<file path="src/rtl/rng_ehr_fetch_if.sv">
// rtl/rng_ehr_fetch_if.sv - APB register bus between the EHR fetch master and the RNG register slave
//
// Signals:
//   m_psel    master -> slave  select; high for both phases of a transfer
//   m_penable master -> slave  high in the access phase only
//   m_pwrite  master -> slave  1 = write
//   m_paddr   master -> slave  12-bit register offset
//   m_pwdata  master -> slave  write data
//   m_prdata  slave -> master  read data, valid in the access phase
interface rng_ehr_fetch_if;
    logic        m_psel;
    logic        m_penable;
    logic        m_pwrite;
    logic [11:0] m_paddr;
    logic [31:0] m_pwdata;
    logic [31:0] m_prdata;

    modport master (
        output m_psel, m_penable, m_pwrite, m_paddr, m_pwdata,
        input  m_prdata
    );

    modport slave (
        input  m_psel, m_penable, m_pwrite, m_paddr, m_pwdata,
        output m_prdata
    );
endinterface

</file>
<file path="src/rtl/rng_ehr_fetch.sv">
// rtl/rng_ehr_fetch.sv - polls the RNG ISR, fetches one 128-bit EHR sample and clears the interrupt
//
// Ports:
//   rng_clk    clock, rising edge
//   rst_n      synchronous active-low reset
//   fetch_req  level request for one sample
//   busy       high whenever the FSM is not in IDLE
//   apb        APB master toward the RNG register block
//   out_data   captured sample, EHR_DATA0 in [31:0] .. EHR_DATA3 in [127:96]
//   out_valid  sample valid, held until out_ready
//   out_ready  consumer accept, only looked at while presenting a sample
//   err_valid  one-cycle error pulse
//   err_code   {timeout, vn_err, crngt_err, autocorr_err}, zero unless err_valid
module rng_ehr_fetch #(
    parameter logic [11:0] ADDR_ISR  = 12'h104,
    parameter logic [11:0] ADDR_ICR  = 12'h108,
    parameter logic [11:0] ADDR_EHR0 = 12'h114,
    parameter int unsigned POLL_GAP  = 4,
    parameter int unsigned MAX_POLLS = 255
) (
    input  logic                   rng_clk,
    input  logic                   rst_n,
    input  logic                   fetch_req,
    output logic                   busy,
    rng_ehr_fetch_if.master        apb,
    output logic [127:0]           out_data,
    output logic                   out_valid,
    input  logic                   out_ready,
    output logic                   err_valid,
    output logic [3:0]             err_code
);

    typedef enum logic [3:0] {
        IDLE, POLL_S, POLL_A, GAP, RD_S, RD_A, CLR_S, CLR_A, OUT
    } state_t;

    localparam logic [3:0] GAP_LAST  = (POLL_GAP == 0) ? 4'd0 : 4'(POLL_GAP - 1);
    localparam logic [7:0] POLL_LIMIT = 8'(MAX_POLLS);

    state_t      state;
    logic [7:0]  poll_cnt;
    logic [3:0]  gap_cnt;
    logic [1:0]  idx;
    logic [3:0]  isr;

    logic [3:0]  rd_isr;
    logic [7:0]  poll_next;
    logic [1:0]  idx_inc;
    logic [11:0] ehr_addr_next;

    assign rd_isr        = apb.m_prdata[3:0];
    // Saturating so a huge MAX_POLLS can never wrap the count back to a small value.
    assign poll_next     = (poll_cnt == 8'hFF) ? poll_cnt : poll_cnt + 8'd1;
    assign idx_inc       = idx + 2'd1;
    assign ehr_addr_next = ADDR_EHR0 + {8'd0, idx_inc, 2'b00};

    always_ff @(posedge rng_clk) begin
        if (!rst_n) begin
            state         <= IDLE;
            poll_cnt      <= 8'd0;
            gap_cnt       <= 4'd0;
            idx           <= 2'd0;
            isr           <= 4'd0;
            busy          <= 1'b0;
            out_data      <= 128'h0;
            out_valid     <= 1'b0;
            err_valid     <= 1'b0;
            err_code      <= 4'd0;
            apb.m_psel    <= 1'b0;
            apb.m_penable <= 1'b0;
            apb.m_pwrite  <= 1'b0;
            apb.m_paddr   <= 12'h0;
            apb.m_pwdata  <= 32'h0;
        end else begin
            // Bus is idle and the error pulse drops unless a branch below says otherwise.
            apb.m_psel    <= 1'b0;
            apb.m_penable <= 1'b0;
            apb.m_pwrite  <= 1'b0;
            apb.m_paddr   <= 12'h0;
            apb.m_pwdata  <= 32'h0;
            err_valid     <= 1'b0;
            err_code      <= 4'd0;

            case (state)
                IDLE: begin
                    if (fetch_req) begin
                        state       <= POLL_S;
                        busy        <= 1'b1;
                        poll_cnt    <= 8'd0;
                        apb.m_psel  <= 1'b1;
                        apb.m_paddr <= ADDR_ISR;
                    end
                end

                // Every setup phase becomes its access phase with the same address/data.
                POLL_S, RD_S, CLR_S: begin
                    apb.m_psel    <= 1'b1;
                    apb.m_penable <= 1'b1;
                    apb.m_pwrite  <= apb.m_pwrite;
                    apb.m_paddr   <= apb.m_paddr;
                    apb.m_pwdata  <= apb.m_pwdata;
                    state <= (state == POLL_S) ? POLL_A :
                             (state == RD_S)   ? RD_A   : CLR_A;
                end

                POLL_A: begin
                    isr <= rd_isr;
                    if (rd_isr[3:1] != 3'b000) begin
                        // Health-test failure: acknowledge exactly the bits seen.
                        state        <= CLR_S;
                        apb.m_psel   <= 1'b1;
                        apb.m_pwrite <= 1'b1;
                        apb.m_paddr  <= ADDR_ICR;
                        apb.m_pwdata <= {28'b0, rd_isr};
                    end else if (rd_isr[0]) begin
                        state       <= RD_S;
                        idx         <= 2'd0;
                        apb.m_psel  <= 1'b1;
                        apb.m_paddr <= ADDR_EHR0;
                    end else begin
                        poll_cnt <= poll_next;
                        if (poll_next == POLL_LIMIT) begin
                            state     <= IDLE;
                            busy      <= 1'b0;
                            err_valid <= 1'b1;
                            err_code  <= 4'b1000;
                        end else if (POLL_GAP == 0) begin
                            state       <= POLL_S;
                            apb.m_psel  <= 1'b1;
                            apb.m_paddr <= ADDR_ISR;
                        end else begin
                            state   <= GAP;
                            gap_cnt <= 4'd0;
                        end
                    end
                end

                GAP: begin
                    if (gap_cnt == GAP_LAST) begin
                        state       <= POLL_S;
                        apb.m_psel  <= 1'b1;
                        apb.m_paddr <= ADDR_ISR;
                    end else begin
                        gap_cnt <= gap_cnt + 4'd1;
                    end
                end

                RD_A: begin
                    out_data[{idx, 5'd0} +: 32] <= apb.m_prdata;
                    if (idx == 2'd3) begin
                        // On the data path isr is 4'b0001, so this writes 32'h1.
                        state        <= CLR_S;
                        apb.m_psel   <= 1'b1;
                        apb.m_pwrite <= 1'b1;
                        apb.m_paddr  <= ADDR_ICR;
                        apb.m_pwdata <= {28'b0, isr};
                    end else begin
                        state       <= RD_S;
                        idx         <= idx_inc;
                        apb.m_psel  <= 1'b1;
                        apb.m_paddr <= ehr_addr_next;
                    end
                end

                CLR_A: begin
                    if (isr[3:1] != 3'b000) begin
                        state     <= IDLE;
                        busy      <= 1'b0;
                        err_valid <= 1'b1;
                        err_code  <= {1'b0, isr[3:1]};
                    end else begin
                        state     <= OUT;
                        out_valid <= 1'b1;
                    end
                end

                OUT: begin
                    if (out_ready) begin
                        state     <= IDLE;
                        busy      <= 1'b0;
                        out_valid <= 1'b0;
                    end
                end

                default: begin
                    state     <= IDLE;
                    busy      <= 1'b0;
                    out_valid <= 1'b0;
                end
            endcase
        end
    end

endmodule

</file>
<file path="src/flat_wrapper.sv">
// flat-port wrapper written by rule: the top's interface ports become plain ports
module rng_ehr_fetch_flat 
#(
    parameter logic [11:0] ADDR_ISR  = 12'h104,
    parameter logic [11:0] ADDR_ICR  = 12'h108,
    parameter logic [11:0] ADDR_EHR0 = 12'h114,
    parameter int unsigned POLL_GAP  = 4,
    parameter int unsigned MAX_POLLS = 255
)
  (rng_clk, rst_n, fetch_req, busy, out_data, out_valid, out_ready, err_valid, err_code, apb_m_psel, apb_m_penable, apb_m_pwrite, apb_m_paddr, apb_m_pwdata, apb_m_prdata);
  rng_ehr_fetch_if apb_i ();
  input  logic rng_clk;
  input  logic rst_n;
  input  logic fetch_req;
  output logic busy;
  output logic [127:0] out_data;
  output logic out_valid;
  input  logic out_ready;
  output logic err_valid;
  output logic [3:0] err_code;
  output wire logic [$bits(apb_i.m_psel)-1:0] apb_m_psel;
  output wire logic [$bits(apb_i.m_penable)-1:0] apb_m_penable;
  output wire logic [$bits(apb_i.m_pwrite)-1:0] apb_m_pwrite;
  output wire logic [$bits(apb_i.m_paddr)-1:0] apb_m_paddr;
  output wire logic [$bits(apb_i.m_pwdata)-1:0] apb_m_pwdata;
  input wire logic [$bits(apb_i.m_prdata)-1:0] apb_m_prdata;
  assign apb_m_psel = apb_i.m_psel;
  assign apb_m_penable = apb_i.m_penable;
  assign apb_m_pwrite = apb_i.m_pwrite;
  assign apb_m_paddr = apb_i.m_paddr;
  assign apb_m_pwdata = apb_i.m_pwdata;
  assign apb_i.m_prdata = apb_m_prdata;
  rng_ehr_fetch #(.ADDR_ISR(ADDR_ISR), .ADDR_ICR(ADDR_ICR), .ADDR_EHR0(ADDR_EHR0), .POLL_GAP(POLL_GAP), .MAX_POLLS(MAX_POLLS)) u_core (.rng_clk(rng_clk), .rst_n(rst_n), .fetch_req(fetch_req), .busy(busy), .apb(apb_i), .out_data(out_data), .out_valid(out_valid), .out_ready(out_ready), .err_valid(err_valid), .err_code(err_code));
endmodule
</file>
<file path="config.mk">
export PLATFORM = sky130hd
export DESIGN_NAME = rng_ehr_fetch_flat
export DESIGN_NICKNAME = d
export VERILOG_FILES = /design/src/rtl/rng_ehr_fetch_if.sv /design/src/rtl/rng_ehr_fetch.sv /design/src/flat_wrapper.sv
export SDC_FILE = /design/constraint.sdc
export NUM_CORES = 1
export LEC_CHECK = 0
export ABC_AREA = 1
export CORE_ASPECT_RATIO = 1.5
export CORE_UTILIZATION = 43
export DETAILED_ROUTE_END_ITERATION = 10
export GPL_TIMING_DRIVEN = 0
export HOLD_SLACK_MARGIN = 0.05
export PLACE_DENSITY_LB_ADDON = 0.1
export SETUP_SLACK_MARGIN = 0.2
export SLEW_MARGIN = 20
export SYNTH_ARGS = -nofsm -noshare
export SYNTH_HDL_FRONTEND = slang
export SYNTH_SLANG_ARGS = --single-unit
export TNS_END_PERCENT = 5
</file>
<file path="constraint.sdc">
create_clock -name rng_clk -period 2.44 [get_ports rng_clk]
set_clock_uncertainty 0.1 [all_clocks]
set_input_delay 0.366 -clock rng_clk [delete_from_list [all_inputs] [get_ports rng_clk]]
set_output_delay 0.366 -clock rng_clk [all_outputs]
set_load 0.03 [all_outputs]
</file>
Word-level counts from Yosys, hierarchy flattened --
Cells that the tools add are included.
Word-level totals: flip-flop bits (word level) 204, input bits 36
Cells by class: add/sub/neg operators 5, equality and inequality tests 24, shift-type cells 2, mux-type cells 63, bitwise gates (word level) 2, reductions and logical operators 16
Operators by type and width (number):
- bitwise mux 128 bit | 1
- variable shift 32 x 9 -> 128 bit (first input constant) | 1
- variable part select 32 x 9 -> 128 bit | 1
- one-hot mux 32 bit (3 select lines) | 1
- 2-to-1 mux 4 bit | 16
- one-hot mux 12 bit (5 select lines) | 1
- 2-to-1 mux 8 bit | 4
- one-hot mux 4 bit (7 select lines) | 1
- 2-to-1 mux 9 bit | 3
- 2-to-1 mux 12 bit | 2
- 2-to-1 mux 1 bit | 18
- inequality test 2 bit (second input constant) | 9
- equality test 4 x 3 -> 1 bit (second input constant) | 4
- equality test 8 bit (second input constant) | 2
- one-hot mux 4 bit (2 select lines) | 2
- one-hot mux 8 bit (2 select lines) | 1
- equality test 4 x 2 -> 1 bit (second input constant) | 3
- 2-to-1 mux 2 bit | 6
- adder 9 x 4 -> 10 bit (first input constant) | 1
- negator 7 -> 9 bit | 1
- adder 8 x 1 -> 8 bit (second input constant) | 1
- AND reduction 4 bit | 2
- AND reduction 7 bit | 1
- OR reduction 7 bit | 1
- other kinds (21) | 29

Depth between registers and ports, before layout --
Gate-level depths: netlist of the first run.
depth after elaboration 7, depth in mapped cells 14, mapped depth without buffers 14

Worst setup path before layout of the first run --
OpenSTA, ideal clock, no wires.
kind reg2reg, start reg u_core.idx[0], end reg u_core.out_data[58], setup time 70 ps, arrival 2137 ps, data required time 2270 ps, path slack 133 ps, cell stages (with the launch flop) 10, path buffers 2, path through dfxtp_1 > inv_1 > clkbuf_1 > ha_1 > inv_1 > nor2_2 > inv_1 > clkbuf_1 > or3_1 > a21oi_1
Between the ends: longest elaborated chain between the ends 3, elaborated cells between the ends (all ways) 4, those cells by class add/sub (1); shift (2); mux (1)
Ends and longest elaborated chain:
- start: declaration | RTL line rng_ehr_fetch.sv:43 | logic [1:0] idx;
- start signal: assignment | RTL line rng_ehr_fetch.sv:159 | idx <= idx_inc;
- negator 7 -> 9 bit (*) | RTL line rng_ehr_fetch.sv:149 | out_data[{idx, 5'd0} +: 32] <= apb.m_prdata;
- variable part select 32 x 9 -> 128 bit or variable shift 32 x 9 -> 128 bit (tied branches) | RTL line rng_ehr_fetch.sv:149
- bitwise mux 128 bit (*) | RTL line rng_ehr_fetch.sv:149
- end signal: indexed assignment | RTL line rng_ehr_fetch.sv:149
- end: declaration | RTL line rng_ehr_fetch.sv:26 | output logic [127:0] out_data,
Every way passes the cells marked *; elsewhere a longest branch is shown, timed or not. A chain may end at the register's enable or synchronous reset.

Worst setup path after layout of the first run --
start reg u_core.idx[0], end reg u_core.out_data[41]
Same word-level chain as after synthesis.

==> impl_metrics.json, run 1 <==
{
  "drt_iter0_drc": 343,
  "peakVddDrop_mv": 0.4000,
  "antenna_found_initial": 0,
  "crit_path_max_incr_delay_ns": 0.39,
  "max_clock_freq_mhz": 464.8,
  "critical_path_required_ns": 2.69,
  "hold_violations": 0,
  "r2r_start": "u_core.idx[0]",
  "crit_start": "u_core.idx[0]",
  "floorplan.initialDensity": 0.4426,
  "slew_violations": 0,
  "final_nets": 1221,
  "path_buf_inv": 5,
  "yosysWarnings": 0,
  "synth_sequential_area_ratio": 0.4701,
  "ant_nets": 0,
  "port-buffer-count": 182,
  "num_rows": 57,
  "grt-ovfl-total": 0,
  "die_x_um": 107.6,
  "clockRootBuffer": "clkbuf_16",
  "via_per_inst": 5.213,
  "tritoncts": "built",
  "die_h_um": 160.4,
  "dieArea_mm2": 0.01727,
  "cp.arrival_ns": 2.40,
  "ioPinCount": 218,
  "dr_wl_met3_mm": 1.736,
  "cts_buffers": 17,
  "worst_setup_path_end_kind": "flop",
  "cp_cell_sequence": "clkinvlp_4, clkbuf_8, ha_4, inv_2, nor2_4, inv_2, clkbuf_4, or3_1, a21oi_1",
  "status": "complete, no violations",
  "drc": 0,
  "wl_mm": 23.85,
  "rrSetupSlack_ns": 0.29,
  "final.setup.tns_ns": 0,
  "holdBufCountCts": 0,
  "power.density_mw_per_mm2": 732.0,
  "reg2regPathDepth": 9,
  "endpoint": "u_core.out_data[41]",
  "synthesis.instances": 935,
  "track_usage": 0.2765,
  "areaGrowthSynthToFinish_pct": 40.26,
  "netlist_area_mm2": 0.007197,
  "wl_met2_mm": 12.25,
  "final_common_cell": "nand2_1",
  "ys_types": 37,
  "critPathKind": "flop to flop",
  "fin_crit_sh": 0.8817,
  "drive_above_1_share": 0.1135,
  "drv_cap": 0,
  "crit_family": "buffers and inverters",
  "highest_layer": "met4",
  "crit_fanout": 13,
  "grt_pass1_vias": 6889,
  "layout_common_cells": "nand2_1 (192), clkdlybuf4s50_1 (182), dfxtp_1 (168)",
  "wl_per_cell_um": 17.09,
  "hpwl_mm": 18.21,
  "max_slew.worst_pin.slew_ns": 0.7876,
  "finalSetupViolations": 0,
  "power_w": 0.007390,
  "crit_path_start_kind": "flop",
  "routabilityCongestion": 0.8867,
  "cts_sinks": 169,
  "rsz0062_at_grt": "true",
  "pre_cts_slack_ns": -0.3026,
  "period_minus_slack_ns": 2.151,
  "cpMaxStageDelayCell": "dfxtp_4",
  "m1WireLength_mm": 8.837,
  "clk_latency_ns": 0.42,
  "path_depth": 9,
  "core_mm2": 0.01626,
  "grt_max_degree": 18,
  "worstHoldPathType": "flop to flop",
  "fill_cells": 1518,
  "grt_pass1_wl_mm": 36.26,
  "yosys_register_bits": 169,
  "holdWs_ns": 0.3594,
  "multi_input_area_mm2": 0.003238,
  "clockBufferDepth": 2,
  "rr_endpoint": "u_core.out_data[41]",
  "first_pass_iters": 7,
  "leakagePower_nw": 3.747,
  "path_common_cell": "inv_2",
  "fin_ws_ns": 0.2885,
  "final_core_util": 0.6208,
  "register_area_mm2": 0.003387,
  "clkSlewWorstSetupHoldPaths_ns": 0.07,
  "syn_avg_cell_area_um2": 7.697,
  "slew_headroom": 0.4726,
  "vias": 7272,
  "htreeDepth": 4,
  "diodes": 0
}
==> cells in the mapped netlist (all sizes together) <==
master | instances | share of area
nand2 | 198 | 0.10
dfxtp | 169 | 0.47
a21oi | 151 | 0.11
buf | 58 | 0.054
inv | 52 | 0.027
nor2 | 50 | 0.031
nand4 | 48 | 0.042
or3 | 43 | 0.037
clkbuf | 41 | 0.021
nand3 | 37 | 0.027
o21ai | 36 | 0.025
ha | 9 | 0.016
a211oi | 8 | 0.0083
a31oi | 8 | 0.0070
nor3 | 8 | 0.0056
or4 | 4 | 0.0042
nor3b | 2 | 0.0021
xnor2 | 2 | 0.0024
a22oi | 1 | 0.0010
a31o | 1 | 0.0012
a32o | 1 | 0.0014
clkinv | 1 | 0.00052
conb | 1 | 0.00052
o211ai | 1 | 0.0010
o21a | 1 | 0.0010
o22ai | 1 | 0.00087
o31ai | 1 | 0.0010
or2 | 1 | 0.00087
xor2 | 1 | 0.0012
==> final cells by class <==
class / instances / area share
Tap cell: 206 / 0.02553
Inverter: 53 / 0.02008
Buffer: 99 / 0.05689
Clock inverter: 13 / 0.01239
Clock buffer: 19 / 0.04388
Multi-Input combinational cell: 648 / 0.3208
Sequential cell: 169 / 0.3355
Timing Repair Buffer: 188 / 0.1849
==> repair_timing <==
item | 4_1_cts | 5_1_grt
endpoints found under the setup margin | 121 | 117
setup buffers | 3 | 3
pin swaps | 1 | 0
gates resized for setup | 16 | 19
==> layer usage <==
metal,track usage,vias to the layer above
li1,-,3584
met1,0.2982,3338
met2,0.4945,285
met3,0.06494,65
met4,0.1401,0
met5,0,-
==> tightest hold or removal path, delay by kind of cell (launching register included) <==
kind / cells / cell delay, ns
DFF: 1 / 0.31
and+or+nand+nor: 2 / 0.11
==> through the flow <==
step | area [µm²] | instances
after detailed placement | 9410 | 1357
after global routing | 10090 | 1395
after CTS | 10040 | 1392
after global placement | 9410 | 1357
after floorplan | 7331 | 969
final | 10090 | 1395
==> worst min-delay path by stage <==
stage | start | end | slack (ns) | depth (start not counted)
3_3_place_gp | u_core.apb.m_paddr[4] | u_core.apb.m_paddr[4] | 0.34 | 2
5_1_grt | u_core.apb.m_pwdata[0] | u_core.apb.m_pwdata[0] | 0.38 | 2
4_1_cts | u_core.out_data[57] | u_core.out_data[57] | 0.35 | 2
6_report | u_core.apb.m_paddr[4] | u_core.apb.m_paddr[4] | 0.36 | 2
3_5_place_dp | u_core.out_data[57] | u_core.out_data[57] | 0.34 | 2
2_1_floorplan | u_core.isr[1] | u_core.isr[1] | 0.35 | 2
==> kinds of logic (layout without fill, tap and decap cells) <==
kind of cell | after synthesis | after routing | synth area share
adders and majority gates | 9 | 9 | 0.01565
xor gates and xnor gates | 3 | 3 | 0.003652
and+or+nand+nor | 391 | 391 | 0.2542
DFF | 169 | 169 | 0.4701
buffers and inverters | 152 | 372 | 0.1029
other | 1 | 35 | 0.0005211
AOI/OAI and AO/OA | 210 | 210 | 0.1530
==> state kept, by name, summed over array words and instances (netlist names) <==
signal                count
u_core.busy               1
u_core.idx                2
u_core.apb.m_penable      1
u_core.out_valid          1
u_core.apb.m_pwrite       1
u_core.apb.m_pwdata       4
u_core.out_data         128
u_core.err_valid          1
u_core.state              4
u_core.poll_cnt           8
u_core.err_code           4
u_core.apb.m_paddr        5
u_core.isr                4
u_core.apb.m_psel         1
u_core.gap_cnt            4
==> report_power, final <==
| group | leakage [nW] | internal, W | switching (W) |
|---|---|---|---|
| clock | 0.280 | 0.00139 | 0.00124 |
| sequential | 1.36 | 0.00289 | 0.0000948 |
| combinational | 2.10 | 0.000564 | 0.00121 |
Note: power is estimated with default switching activity, not from simulation.
==> run 2, diff against run 1 <==
--- a/config.mk
+++ b/config.mk
@@ -12,7 +12,7 @@
 export GPL_TIMING_DRIVEN = 0
 export HOLD_SLACK_MARGIN = 0.05
 export PLACE_DENSITY_LB_ADDON = 0.1
-export SETUP_SLACK_MARGIN = 0.2
+export SETUP_SLACK_MARGIN = 0.1
 export SLEW_MARGIN = 20
 export SYNTH_ARGS = -nofsm -noshare
 export SYNTH_HDL_FRONTEND = slang
==> impl_metrics.json, run 2 (synthesis gave the netlist of run 1 again) <==
{
  "status": "complete, no violations",
  "antenna_found_initial": 0,
  "floorplan.initialDensity": 0.4426,
  "leakagePower_nw": 3.713,
  "drv_cap": 0,
  "diodes": 0,
  "r2r_start": "u_core.idx[0]",
  "clockRootBuffer": "clkbuf_16",
  "routabilityCongestion": 0.8942,
  "rr_endpoint": "u_core.out_data[8]",
  "crit_fanout": 13,
  "max_slew.worst_pin.slew_ns": 0.7972,
  "layout_common_cells": "nand2_1 (194), clkdlybuf4s50_1 (182), dfxtp_1 (168)",
  "grt_pass1_wl_mm": 36.38,
  "fin_area_mm2": 0.01005,
  "grt_max_degree": 17,
  "power_w": 0.007440,
  "rsz0062_at_grt": "true",
  "port-buffer-count": 182,
  "cts_sinks": 169,
  "worstHoldStart": "u_core.apb.m_pwdata[0]",
  "htreeDepth": 4,
  "areaGrowthSynthToFinish_pct": 39.69,
  "die_h_um": 160.4,
  "path_buf_inv": 4,
  "worst_setup_path_end_kind": "flop",
  "clkSlewWorstSetupHoldPaths_ns": 0.07,
  "critPathKind": "flop to flop",
  "drive_above_1_share": 0.1004,
  "rrSetupSlack_ns": 0.16,
  "slew_headroom": 0.4662,
  "hpwl_mm": 18.33,
  "largest_reg_flops": 128,
  "num_rows": 57,
  "grt_pass1_vias": 6850,
  "ant_nets": 0,
  "wl_mm": 23.77,
  "final_nets": 1217,
  "slew_violations": 0,
  "wl_per_cell_um": 17.09,
  "final_common_cell": "nand2_1",
  "track_usage": 0.2788,
  "clockBufferDepth": 2,
  "final_core_util": 0.6183,
  "holdWs_ns": 0.3596,
  "critical_path_required_ns": 2.69,
  "drc": 0,
  "crit_path_start_kind": "flop",
  "path_depth": 8,
  "finalSetupViolations": 0,
  "dpl_cell_area_mm2": 0.009404,
  "power.density_mw_per_mm2": 740.0,
  "holdBufCountCts": 0,
  "dieArea_mm2": 0.01727,
  "via_per_inst": 5.203,
  "drt_iter0_drc": 366,
  "fin_crit_sh": 0.9336,
  "regMostFlops": "u_core.out_data",
  "cp_cell_sequence": "inv_2, buf_4, ha_1, inv_1, nor3_2, clkbuf_1, nand4_1, a21oi_1",
  "crit_family": "buffers and inverters",
  "endpoint": "u_core.out_data[8]",
  "max_clock_freq_mhz": 439.0,
  "first_pass_iters": 5,
  "cpMaxStageDelayCell": "clkbuf_1",
  "crit_path_max_incr_delay_ns": 0.41,
  "cp.arrival_ns": 2.53,
  "hold_violations": 0,
  "cts_buffers": 17,
  "ioPinCount": 218,
  "reg2regPathDepth": 8,
  "core_mm2": 0.01626,
  "tritoncts": "built",
  "grt-ovfl-total": 0,
  "clk_latency_ns": 0.42,
  "period_minus_slack_ns": 2.278,
  "min_path_cells": 2,
  "die_x_um": 107.6,
  "reg_top3": "u_core.out_data: 128 flops, u_core.poll_cnt: 8 flops, u_core.apb.m_paddr: 5 flops",
  "crit_start": "u_core.idx[0]",
  "worstHoldPathType": "flop to flop",
  "vias": 7237,
  "peakVddDrop_mv": 0.4370
}
[run 2: power by group]
group          leakage (nW)  internal, W  total [W]  switching (W)
Combinational          2.07     0.000537    0.00173        0.00119
Clock                 0.280      0.00154    0.00272        0.00118
Sequential             1.36      0.00289    0.00299      0.0000972
Total                  3.71      0.00497    0.00744        0.00247
[run 2: worst min path at each step]
stage                                         to
final                     u_core.apb.m_pwdata[0]
after CTS                    u_core.out_data[57]
after global placement     u_core.apb.m_paddr[4]
after floorplan                    u_core.isr[1]
after global routing         u_core.out_data[21]
after detailed placement     u_core.out_data[57]
[run 2: cell type report]
class | count | area [µm²]
Buffer | 99 | 554.3
Clock buffer | 19 | 432.9
Clock inverter | 13 | 160.2
Fill cell | 1555 | 6207
Inverter | 53 | 198.9
Multi-Input combinational cell | 648 | 3226
Sequential cell | 169 | 3387
Tap cell | 206 | 257.7
Timing Repair Buffer | 184 | 1837
[run 2: per-layer routing]
metal  track usage  wire length [µm]  up-vias
li1              -                 -     3576
met2        0.4918             12230      292
met1        0.2957              8643     3291
met4        0.1563              1167        0
met3       0.07305              1731       78
met5             0                 0        -
[run 2: through the flow]
step,setup slack (ns),TNS [ns],instances
finish,0.1621,0,1391
global route,-0.005360,-0.005360,1391
CTS,0.08365,0,1391
detailed placement,-0.4775,-39.46,1357
global placement,-0.4705,-37.84,1357
floorplan,0.1327,0,969
[run 2: tightest hold or removal path, cell delays in order, from the launching register on]
cell and delay, ns:
dfxtp_1 0.33, nand2_1 0.05, o21ai_0 0.05
[run 2: what timing repair did]
action                     CTS  global route
pin swaps                    1             0
cloned                       0             0
buffers inserted             2             0
gates resized for setup     11             9
setup endpoints to repair  122           117
